$ cat config.mk
export PLATFORM = sky130hd
export DESIGN_NAME = rv32_execute_seq
export DESIGN_NICKNAME = d
export VERILOG_FILES = /design/src/rtl/rv32_exec_pkg.sv /design/src/rtl/rv32_event_counter.sv /design/src/rtl/rv32_execute_seq.sv
export SDC_FILE = /design/constraint.sdc
export NUM_CORES = 1
export LEC_CHECK = 0
export ABC_CLOCK_PERIOD_IN_PS = 3050
export BUFFER_PORTS_ARGS = -buffer_cell sky130_fd_sc_hd__buf_2
export CAP_MARGIN = 10
export CORE_ASPECT_RATIO = 0.8
export CORE_MARGIN = 5
export CORE_UTILIZATION = 47
export CTS_CLUSTER_SIZE = 30
export DETAILED_ROUTE_END_ITERATION = 16
export PLACE_DENSITY = 0.95
export SYNTH_ARGS = -nofsm -noshare
export SYNTH_HDL_FRONTEND = slang
export SYNTH_SLANG_ARGS = --single-unit
$ cat constraint.sdc
create_clock -name i_clk -period 3.05 [get_ports i_clk]
set_input_delay 0.305 -clock i_clk [delete_from_list [all_inputs] [get_ports i_clk]]
set_output_delay 0.305 -clock i_clk [all_outputs]
set_load 0.02 [all_outputs]
$ cat src/rtl/rv32_exec_pkg.sv
`default_nettype none
// ============================================================================
//  Module      : rv32_exec_pkg
//  Description : Shared types for the execute sequencer. Holds the ALU
//                opcode encoding, the sequencer state encoding and the
//                machine word width.
//  Revision    : 1.0 - initial release
// ============================================================================
package rv32_exec_pkg;

    localparam int RV_XLEN = 32;

    typedef enum logic [1:0] {
        ALU_ADD = 2'b00,
        ALU_AND = 2'b01,
        ALU_OR  = 2'b10,
        ALU_XOR = 2'b11
    } alu_op_e;

    typedef enum logic [2:0] {
        ST_IDLE    = 3'd0,
        ST_CLR     = 3'd1,
        ST_EXEC_LO = 3'd2,
        ST_EXEC_HI = 3'd3,
        ST_WB      = 3'd4
    } exec_state_e;

endpackage : rv32_exec_pkg
`default_nettype wire

$ cat src/rtl/rv32_event_counter.sv
`default_nettype none
// ============================================================================
//  Module      : rv32_event_counter
//  Description : Free-running wrapping event counter with synchronous clear
//                and count enable. Reset and clear both force zero; the
//                counter wraps from all-ones back to zero.
//  Ports       : i_clk   - clock
//                i_rst   - synchronous active-high reset
//                i_clr   - synchronous clear (same effect as reset)
//                i_en    - count one event this cycle
//                o_count - current count
//  Revision    : 1.0 - initial release
// ============================================================================
module rv32_event_counter #(
    parameter int WIDTH = 32
) (
    input  logic             i_clk,
    input  logic             i_rst,
    input  logic             i_clr,
    input  logic             i_en,
    output logic [WIDTH-1:0] o_count
);

    logic [WIDTH-1:0] r_count;

    always_ff @(posedge i_clk) begin
        if (i_rst || i_clr) begin
            r_count <= '0;
        end else if (i_en) begin
            r_count <= r_count + 1'b1;
        end
    end

    assign o_count = r_count;

endmodule : rv32_event_counter
`default_nettype wire

$ cat src/rtl/rv32_execute_seq.sv
`default_nettype none
// ============================================================================
//  Module      : rv32_execute_seq
//  Description : Sequencer in front of the multicycle 16-bit-slice ALU.
//                Accepts one decoded instruction per valid/ready handshake,
//                latches its operands, clears the ALU slice counter, runs the
//                low and high halves, captures the 32-bit result and offers it
//                to writeback over a valid/ready handshake.
//                Flow: IDLE -> CLR -> EXEC_LO -> EXEC_HI -> WB -> IDLE.
//  Ports       : i_clk/i_rst               - clock, sync active-high reset
//                i_instr_valid/o_instr_ready, i_alu_op, i_rs1_data,
//                i_rs2_data, i_imm, i_use_imm, i_rd
//                                          - instruction input handshake
//                o_alu_rst, o_alu_en, o_alu_sel, o_alu_op_one, o_alu_op_two,
//                i_alu_valid, i_alu_result, i_alu_carry
//                                          - ALU slice interface
//                o_wb_valid/i_wb_ready, o_wb_rd, o_wb_data, o_wb_carry
//                                          - register-file writeback
//                o_exec_err                - sticky ALU timeout flag
//                o_retired_cnt             - retired instruction count
//  Config      : EXEC_SEQ_PERF_CNT_EN - when defined, o_retired_cnt counts
//                completed instructions; otherwise it is tied to zero.
//  Revision    : 1.0 - initial release
// ============================================================================
module rv32_execute_seq
    import rv32_exec_pkg::*;
#(
    parameter int MAX_WAIT = 4,
    parameter int RD_W     = 5
) (
    input  logic                 i_clk,
    input  logic                 i_rst,
    input  logic                 i_instr_valid,
    output logic                 o_instr_ready,
    input  logic [1:0]           i_alu_op,
    input  logic [RV_XLEN-1:0]   i_rs1_data,
    input  logic [RV_XLEN-1:0]   i_rs2_data,
    input  logic [RV_XLEN-1:0]   i_imm,
    input  logic                 i_use_imm,
    input  logic [RD_W-1:0]      i_rd,
    output logic                 o_alu_rst,
    output logic                 o_alu_en,
    output logic [1:0]           o_alu_sel,
    output logic [RV_XLEN-1:0]   o_alu_op_one,
    output logic [RV_XLEN-1:0]   o_alu_op_two,
    input  logic                 i_alu_valid,
    input  logic [RV_XLEN-1:0]   i_alu_result,
    input  logic                 i_alu_carry,
    output logic                 o_wb_valid,
    input  logic                 i_wb_ready,
    output logic [RD_W-1:0]      o_wb_rd,
    output logic [RV_XLEN-1:0]   o_wb_data,
    output logic                 o_wb_carry,
    output logic                 o_exec_err,
    output logic [31:0]          o_retired_cnt
);

    // Wide enough to hold MAX_WAIT itself.
    localparam int c_WAIT_W = $clog2(MAX_WAIT + 1);

    exec_state_e          r_state;
    alu_op_e              r_alu_sel;
    logic [RV_XLEN-1:0]   r_op_one;
    logic [RV_XLEN-1:0]   r_op_two;
    logic [RD_W-1:0]      r_rd;
    logic                 r_alu_en;
    logic                 r_wb_valid;
    logic [RV_XLEN-1:0]   r_wb_data;
    logic                 r_wb_carry;
    logic                 r_exec_err;

    logic [c_WAIT_W-1:0]  w_wait_cnt;
    logic                 w_wait_clr;
    logic                 w_wait_inc;
    logic                 w_wait_last;
    logic                 w_rd_zero;

    assign w_rd_zero   = (r_rd == '0);

    // The wait count restarts with every instruction and advances on each
    // EXEC_HI cycle the ALU has not yet delivered. The cycle whose count is
    // MAX_WAIT-1 is the last allowed one, so exactly MAX_WAIT EXEC_HI cycles
    // are granted before the timeout.
    assign w_wait_clr  = (r_state == ST_CLR);
    assign w_wait_inc  = (r_state == ST_EXEC_HI) && !i_alu_valid;
    assign w_wait_last = (w_wait_cnt == c_WAIT_W'(MAX_WAIT - 1));

    rv32_event_counter #(
        .WIDTH (c_WAIT_W)
    ) u_wait_cnt (
        .i_clk   (i_clk),
        .i_rst   (i_rst),
        .i_clr   (w_wait_clr),
        .i_en    (w_wait_inc),
        .o_count (w_wait_cnt)
    );

    always_ff @(posedge i_clk) begin
        if (i_rst) begin
            r_state    <= ST_IDLE;
            r_alu_sel  <= ALU_ADD;
            r_op_one   <= '0;
            r_op_two   <= '0;
            r_rd       <= '0;
            r_alu_en   <= 1'b0;
            r_wb_valid <= 1'b0;
            r_wb_data  <= '0;
            r_wb_carry <= 1'b0;
            r_exec_err <= 1'b0;
        end else begin
            case (r_state)
                ST_IDLE: begin
                    if (i_instr_valid) begin
                        r_alu_sel <= alu_op_e'(i_alu_op);
                        r_op_one  <= i_rs1_data;
                        r_op_two  <= i_use_imm ? i_imm : i_rs2_data;
                        r_rd      <= i_rd;
                        r_state   <= ST_CLR;
                    end
                end
                ST_CLR: begin
                    // ALU counter is cleared this cycle; enable it next.
                    r_alu_en <= 1'b1;
                    r_state  <= ST_EXEC_LO;
                end
                ST_EXEC_LO: begin
                    // Dropping enable parks the ALU on its high-half slice.
                    r_alu_en <= 1'b0;
                    r_state  <= ST_EXEC_HI;
                end
                ST_EXEC_HI: begin
                    if (i_alu_valid) begin
                        if (w_rd_zero) begin
                            // Writes to x0 retire without a writeback.
                            r_state <= ST_IDLE;
                        end else begin
                            r_wb_data  <= i_alu_result;
                            r_wb_carry <= (r_alu_sel == ALU_ADD) && i_alu_carry;
                            r_wb_valid <= 1'b1;
                            r_state    <= ST_WB;
                        end
                    end else if (w_wait_last) begin
                        r_exec_err <= 1'b1;
                        r_state    <= ST_IDLE;
                    end
                end
                ST_WB: begin
                    if (i_wb_ready) begin
                        r_wb_valid <= 1'b0;
                        r_state    <= ST_IDLE;
                    end
                end
                default: begin
                    r_state <= ST_IDLE;
                end
            endcase
        end
    end

    assign o_instr_ready = (r_state == ST_IDLE);
    assign o_alu_rst     = i_rst || (r_state == ST_CLR);
    assign o_alu_en      = r_alu_en;
    assign o_alu_sel     = r_alu_sel;
    assign o_alu_op_one  = r_op_one;
    assign o_alu_op_two  = r_op_two;
    assign o_wb_valid    = r_wb_valid;
    assign o_wb_rd       = r_rd;
    assign o_wb_data     = r_wb_data;
    assign o_wb_carry    = r_wb_carry;
    assign o_exec_err    = r_exec_err;

`ifdef EXEC_SEQ_PERF_CNT_EN
    // An instruction retires on the writeback handshake or, for rd == x0,
    // when the ALU delivers in EXEC_HI. Timeouts do not retire.
    logic w_retire;

    assign w_retire = ((r_state == ST_WB) && i_wb_ready) ||
                      ((r_state == ST_EXEC_HI) && i_alu_valid && w_rd_zero);

    rv32_event_counter #(
        .WIDTH (32)
    ) u_perf_cnt (
        .i_clk   (i_clk),
        .i_rst   (i_rst),
        .i_clr   (1'b0),
        .i_en    (w_retire),
        .o_count (o_retired_cnt)
    );
`else
    assign o_retired_cnt = '0;
`endif

endmodule : rv32_execute_seq
`default_nettype wire

# --- Word-level counts from Yosys, hierarchy flattened ---
# Cells that the tools add are included.
op_classes:
  n_eq_ne: 10
  n_lt_le_gt_ge: 0
  div_mod_pow: 0
  shift: 0
  n_bitwise: 2
  n_mux: 12
  mul: 0
  n_reduce_logical: 14
  n_addsub: 1
op_table:
  columns: ["cell", "n"]
  rows:
  - ["two-way mux 32 bit", 1]
  - ["two-way mux 3 bit", 5]
  - ["case mux 3 bit (5 select lines)", 1]
  - ["== test 3 x 2 -> 1 bit (second input constant)", 3]
  - ["AND reduction 3 bit", 3]
  - ["!= test 2 bit (second input constant)", 4]
  - ["logical NOT 5 bit", 1]
  - ["case mux 1 bit (2 select lines)", 2]
  - ["AND reduction 4 bit", 1]
  - ["nonzero test 2 bit", 2]
  - ["adder 3 x 1 -> 3 bit (second input constant)", 1]
  - ["== test 3 x 1 -> 1 bit (second input constant)", 1]
  - ["== test 3 bit (second input constant)", 1]
  - ["logical NOT 3 bit", 1]
  - ["two-way mux 1 bit", 3]
  - ["!= test 3 bit (second input constant)", 1]
  - ["logical AND 1 bit", 2]
  - ["logical NOT 2 bit", 1]
  - ["inverter 1 bit", 2]
  - ["AND reduction 2 bit", 1]
  - ["logical NOT 1 bit", 1]
  - ["logical OR 1 bit", 1]
totals:
  mem_bits_ro: 0
  wordCells: 50
  latch_bits: 0
  out_inout_bits: 141
  mem_bits_rw: 0
  in_bits: 142
  n_memories: 0
  ff_bits: 113

# --- Depth between registers and ports, before layout ---
depth:
  word_depth: 4
  depth_mapped: 6
  mapped_depth_nobuf: 5

# --- Modules after synthesis ---
# Synthesis repeated with hierarchy kept, for this count alone.
unflattened:
  cells_unflattened: 537
  area_unflattened_um2: 4916.0
by_module_without_submodules:
  columns: ["mod", "seq_area_each_um2", "n_inst", "area_per_inst_um2", "cells_each"]
  rows:
  - ["rv32_execute_seq", 2202.1, 1, 4784.6, 526]
  - ["rv32_event_counter", 60.1, 1, 131.4, 11]

# --- Least setup slack after synthesis ---
# No wires, ideal clock.
synth_timing:
  path_kind: "register to register"
  start: "reg r_state[2]"
  end: "reg r_rd[2], in the netlist o_wb_rd[2]"
  arrival_ns: 1.287
  n_path_buf: 2
  stages_incl_launch_ff: 6
  setup_ns: 0.132
  required_time_ns: 2.918
  period_less_slack_ns: 1.420
  path_slack_ns: 1.630
  path_cell_list: "dfxtp_1 or4b_1 buf_2 buf_6 nand2_1 a21oi_1"
synth_between:
  elab_chain_cells: 2
synth_lines:
  columns: ["element", "line_no", "text"]
  rows:
  - ["start: declaration", "rv32_execute_seq.sv:61", "exec_state_e r_state;"]
  - ["start signal: assignment", "rv32_execute_seq.sv:100", "r_state <= ST_IDLE;"]
  - ["start signal: assignment", "rv32_execute_seq.sv:118", "r_state <= ST_CLR;"]
  - ["start signal: assignment", "rv32_execute_seq.sv:124", "r_state <= ST_EXEC_LO;"]
  - ["logical NOT 3 bit", "rv32_execute_seq.sv:111", "case (r_state)"]
  - ["AND reduction 2 bit (no line)", null, null]
  - ["end signal: assignment", "rv32_execute_seq.sv:117", "r_rd <= i_rd;"]
  - ["end: declaration", "rv32_execute_seq.sv:65", "logic [RD_W-1:0] r_rd;"]
# No other way between the ends.
# A chain may end at the register's enable or synchronous reset.

# --- Worst setup path after layout ---
layout_timing:
  start: "reg r_state[2]"
  end: "reg r_op_two[30], in the netlist o_alu_op_two[30]"
layout_between:
  elab_chain_cells: 2
layout_lines:
  columns: ["element", "line_no", "text"]
  rows:
  - ["logical NOT 3 bit", "rv32_execute_seq.sv:111", null]
  - ["AND reduction 2 bit (no line)", null, null]
  - ["end signal: assignment", "rv32_execute_seq.sv:116", "r_op_two <= i_use_imm ? i_imm : i_rs2_data;"]
  - ["end: declaration", "rv32_execute_seq.sv:64", "logic [RV_XLEN-1:0] r_op_two;"]
# No other way between the ends.

==> metrics.md <==
| Metric | Value |
|---|---|
| Design Area, Final | `6678 um^2` |
| RSZ-0062 raised after global routing | `false` |
| Synth Cell Area | `4906 um^2` |
| Max_slew headroom | `0.3921` |
| Placed cell areas | `6038 um^2` |
| Final routed wire length divided by cell count | `14.18 um` |
| Buffering stage count on the worst path with inverters included | `1` |
| Post-Route M1 WL | `5279 um` |
| Crit Path Max Fanout | `96` |
| Vias per cell | `4.715` |
| Highest clock frequency the design can meet | `531.8 MHz` |
| Antenna-violating nets left | `0` |
| Outcome | `complete, no violations` |
| Top metal layer carrying routed signals | `met4` |
| Most frequent cell after synthesis | `dfxtp_1` |
| Worst slew pin tran | `0.9119 ns` |
| Number of distinct library cells after synthesis | `31` |
| First-pass GRT wire length | `20,380 um` |
| Clock tree from TritonCTS | `yes` |
| Warning count from the yosys run | `0` |
| Total count of max-transition violations in the final report | `0` |
| Final Cycle Share | `0.6165` |
| Syn Area/Cell | `9.153 um^2` |
| P_leak | `3.191 nW` |
| Number of diodes added for antenna fixing | `0` |
| Count of clock tree sinks | `113` |
| Cell type contributing the most total cell area after synthesis | `dfxtp_1` |
| Worst setup path startpoint | `r_state[2]$_SDFFE_PP0P_` |
| Area of the core | `10,240 um^2` |
| Cell-by-cell listing of the critical path | `nor4b_4 > buf_12 > nor2_1 > a211oi_1` |
| Detail Route met2 WL | `6602 um` |
| Die Ht | `101.4 um` |
| Yosys top cell area share | `0.4611` |
| Clock-pin slew on the worst setup and hold paths | `0.05 ns` |
| Root cell of the clock tree | `clkbuf_16` |
| Total congestion overflow after global routing | `0` |
| Via count | `4,333` |
| Largest buffer count on any clock path | `2` |
| Cell types with the largest area share after synthesis | `dfxtp_1, mux2i_1, nand2b_1` |
| Most common flop cell mapped by yosys | `dfxtp_1` |
| Gate family responsible for the most delay along the worst path | `simple AND/OR/NAND/NOR gates` |
| Worst Setup End Kind | `register` |
| Top-level I/O count | `283` |
| Seq/Total Area, Yosys | `0.4611` |
| GPL Wtd Cong | `0.8107` |
| Final min period | `1.880 ns` |
| Routed Wire Length | `13,040 um` |
| Number of buffers added to fix hold violations after cts | `0` |
| Total number of H-tree levels | `4` |
| Worst Hold Class | `primary input to register` |
| Antenna violations before repair | `0` |
| Critical R2R Capture | `o_alu_op_two[30]$_SDFFE_PP0P_` |
| Cells on worst reg2reg path | `4` |
| HPWL reported at the end of detailed placement | `9907 um` |
| Met3 routed wirelength | `924 um` |
| FF-to-FF setup slack | `1.17 ns` |
| First DRT Iteration DRCs | `189` |
| Levels on crit path | `4` |
| Count of max-cap constraint violations | `0` |
| Kind of critical path | `register to register` |
| Minimum hold slack | `0.1451 ns` |
| FP Rows | `33` |
| PortBufs | `250` |
| Largest net degree at the start of global routing | `109` |
| Number of flops mapped to enable cells by yosys | `0` |
| Post-CTS setup buffer count | `0` |
| Post-Route Setup TNS | `0 ns` |
| Commonest cells post-synth | `dfxtp_1, nand2_1, mux2i_1, nand2b_1, a21oi_1` |
| Synthesized flop and latch total | `113` |
| Crit path arrival time | `2.18 ns` |
| Number of instances in the synthesized netlist | `536` |
| Die outline width | `124.2 um` |
| Maximum vdd drop | `0.4496 mV` |
| Share of flip-flops with an asynchronous set or reset | `0` |
| CP Capture Point | `o_alu_op_two[30]$_SDFFE_PP0P_` |
| Overall track demand over capacity in global routing | `0.1989` |
| Element type at the critical path start | `register` |
| Clock latency at the later pin of the worst-skew pair | `0.40 ns` |
| PwrDens | `651.2 nW/um^2` |
| Worst EP required | `3.35 ns` |
| Quantity of gates resized following cts | `0` |
| Total clock buffers created by CTS | `17` |
| Synth-to-layout area growth | `36.11%` |
| Initial Util | `0.4791` |
| Worst clock skew on the final layout | `0.006237 ns` |
| Detailed-routing iteration count for the pre-antenna-repair pass | `4` |
| DRC violation count after routing | `0` |
| R2R Path Start | `r_state[2]$_SDFFE_PP0P_` |
| # nets final | `910` |
| Max stage delay cell, worst path | `nor4b_4` |
| Total of endpoints with negative setup slack in the final report | `0` |
| Floorplan die area | `12,590 um^2` |
| Fraction of final layout cells sized beyond drive strength 1 | `0.3723` |
| Slowest stage delay, CP | `0.63 ns` |
| Count of endpoints failing hold in the final timing report | `0` |
| Via count of the first global-routing pass | `4,262` |
## worst register-to-register path: cells and delay by family (launching register included)
| family | cells | cell delay (ns) |
|---|---|---|
| AND/OR/NAND/NOR | 2 | 0.73 |
| flip-flops | 1 | 0.41 |
| buffers and inverters | 1 | 0.41 |
| AO/OA/AOI/OAI | 1 | 0.23 |
## state kept, by name, indices dropped and copies added (netlist names)
name,flops
o_alu_sel,2
o_wb_carry,1
o_alu_op_one,32
o_alu_en,1
o_wb_rd,5
o_wb_valid,1
o_alu_op_two,32
u_wait_cnt.o_count,3
r_state,3
o_exec_err,1
o_wb_data,32
## routing by layer
metal / vias to the layer above / track usage
met5: - / 0
li1: 2191 / -
met4: 0 / 0.08593
met1: 1978 / 0.2227
met3: 18 / 0.06853
met2: 146 / 0.3493
## cell usage in the layout, fill, tap and decap left out, types with 2 or more instances in the layout
cell,count
bufinv_16,4
buf_2,249
nand2b_1,65
clkinvlp_4,2
dfxtp_1,113
nor2_1,39
conb_1,32
nand2_1,78
clkbuf_8,4
nor3_1,3
clkbuf_16,17
a21oi_1,42
mux2i_1,66
buf_4,4
clkinv_2,4
a211oi_1,33
ha_1,2
o21ai_0,2
nor2b_1,2
## power by group
group / switching (mW) / internal, mW / leakage (nW)
Sequential: 0.0516 / 1.57 / 0.924
Combinational: 0.390 / 0.240 / 1.96
Clock: 0.650 / 1.45 / 0.312
## metrics by stage
stage                       util  cells  power, mW  setup WS, ns
after global routing      0.6521    919      4.522        0.9583
final                     0.6521    919      4.349         1.170
after global placement    0.5897    887      2.266         1.225
after detailed placement  0.5897    887      2.284         1.161
after CTS                 0.6521    919      4.389         1.145
after floorplan                -    567      2.087         1.630
## kinds of logic after synthesis
group                    Yosys count  share of synthesized area
adder cells (fa/ha/maj)            2                   0.005100
XOR/XNOR                           1                   0.001786
buffers and inverters             75                    0.09589
flip-flops                       113                     0.4611
AND/OR/NAND/NOR                  194                     0.1943
other                              1                  0.0007644
multiplexers                      66                     0.1347
AO/OA/AOI/OAI                     84                     0.1064
## how the worst min path moves through the flow
stage / start / to / slack, ns / depth (start not counted)
floorplan: i_rs1_data[26] / o_alu_op_one[26]$_SDFFE_PP0P_ / 0.44 / 2
global placement: o_alu_op_one[30]$_SDFFE_PP0P_ / o_alu_op_one[30]$_SDFFE_PP0P_ / 0.44 / 2
detailed placement: o_alu_op_one[4]$_SDFFE_PP0P_ / o_alu_op_one[4]$_SDFFE_PP0P_ / 0.44 / 2
CTS: i_rs1_data[12] / o_alu_op_one[12]$_SDFFE_PP0P_ / 0.12 / 3
global route: i_rd[0] / o_wb_rd[0]$_SDFFE_PP0P_ / 0.14 / 3
finish: i_rs1_data[21] / o_alu_op_one[21]$_SDFFE_PP0P_ / 0.15 / 3
## area by class of cell
| cell class | instances | area (um^2) |
|---|---|---|
| inverter | 1 | 3.754 |
| fill | 857 | 3562 |
| tap | 140 | 175.2 |
| timing repair buffer | 254 | 1296 |
| sequential | 113 | 2262 |
| multi-input combinational | 379 | 2301 |
| clock inverter | 10 | 155.1 |
| clock buffer | 22 | 484.2 |
No activity file was read; power rests on OpenSTA's default activity.
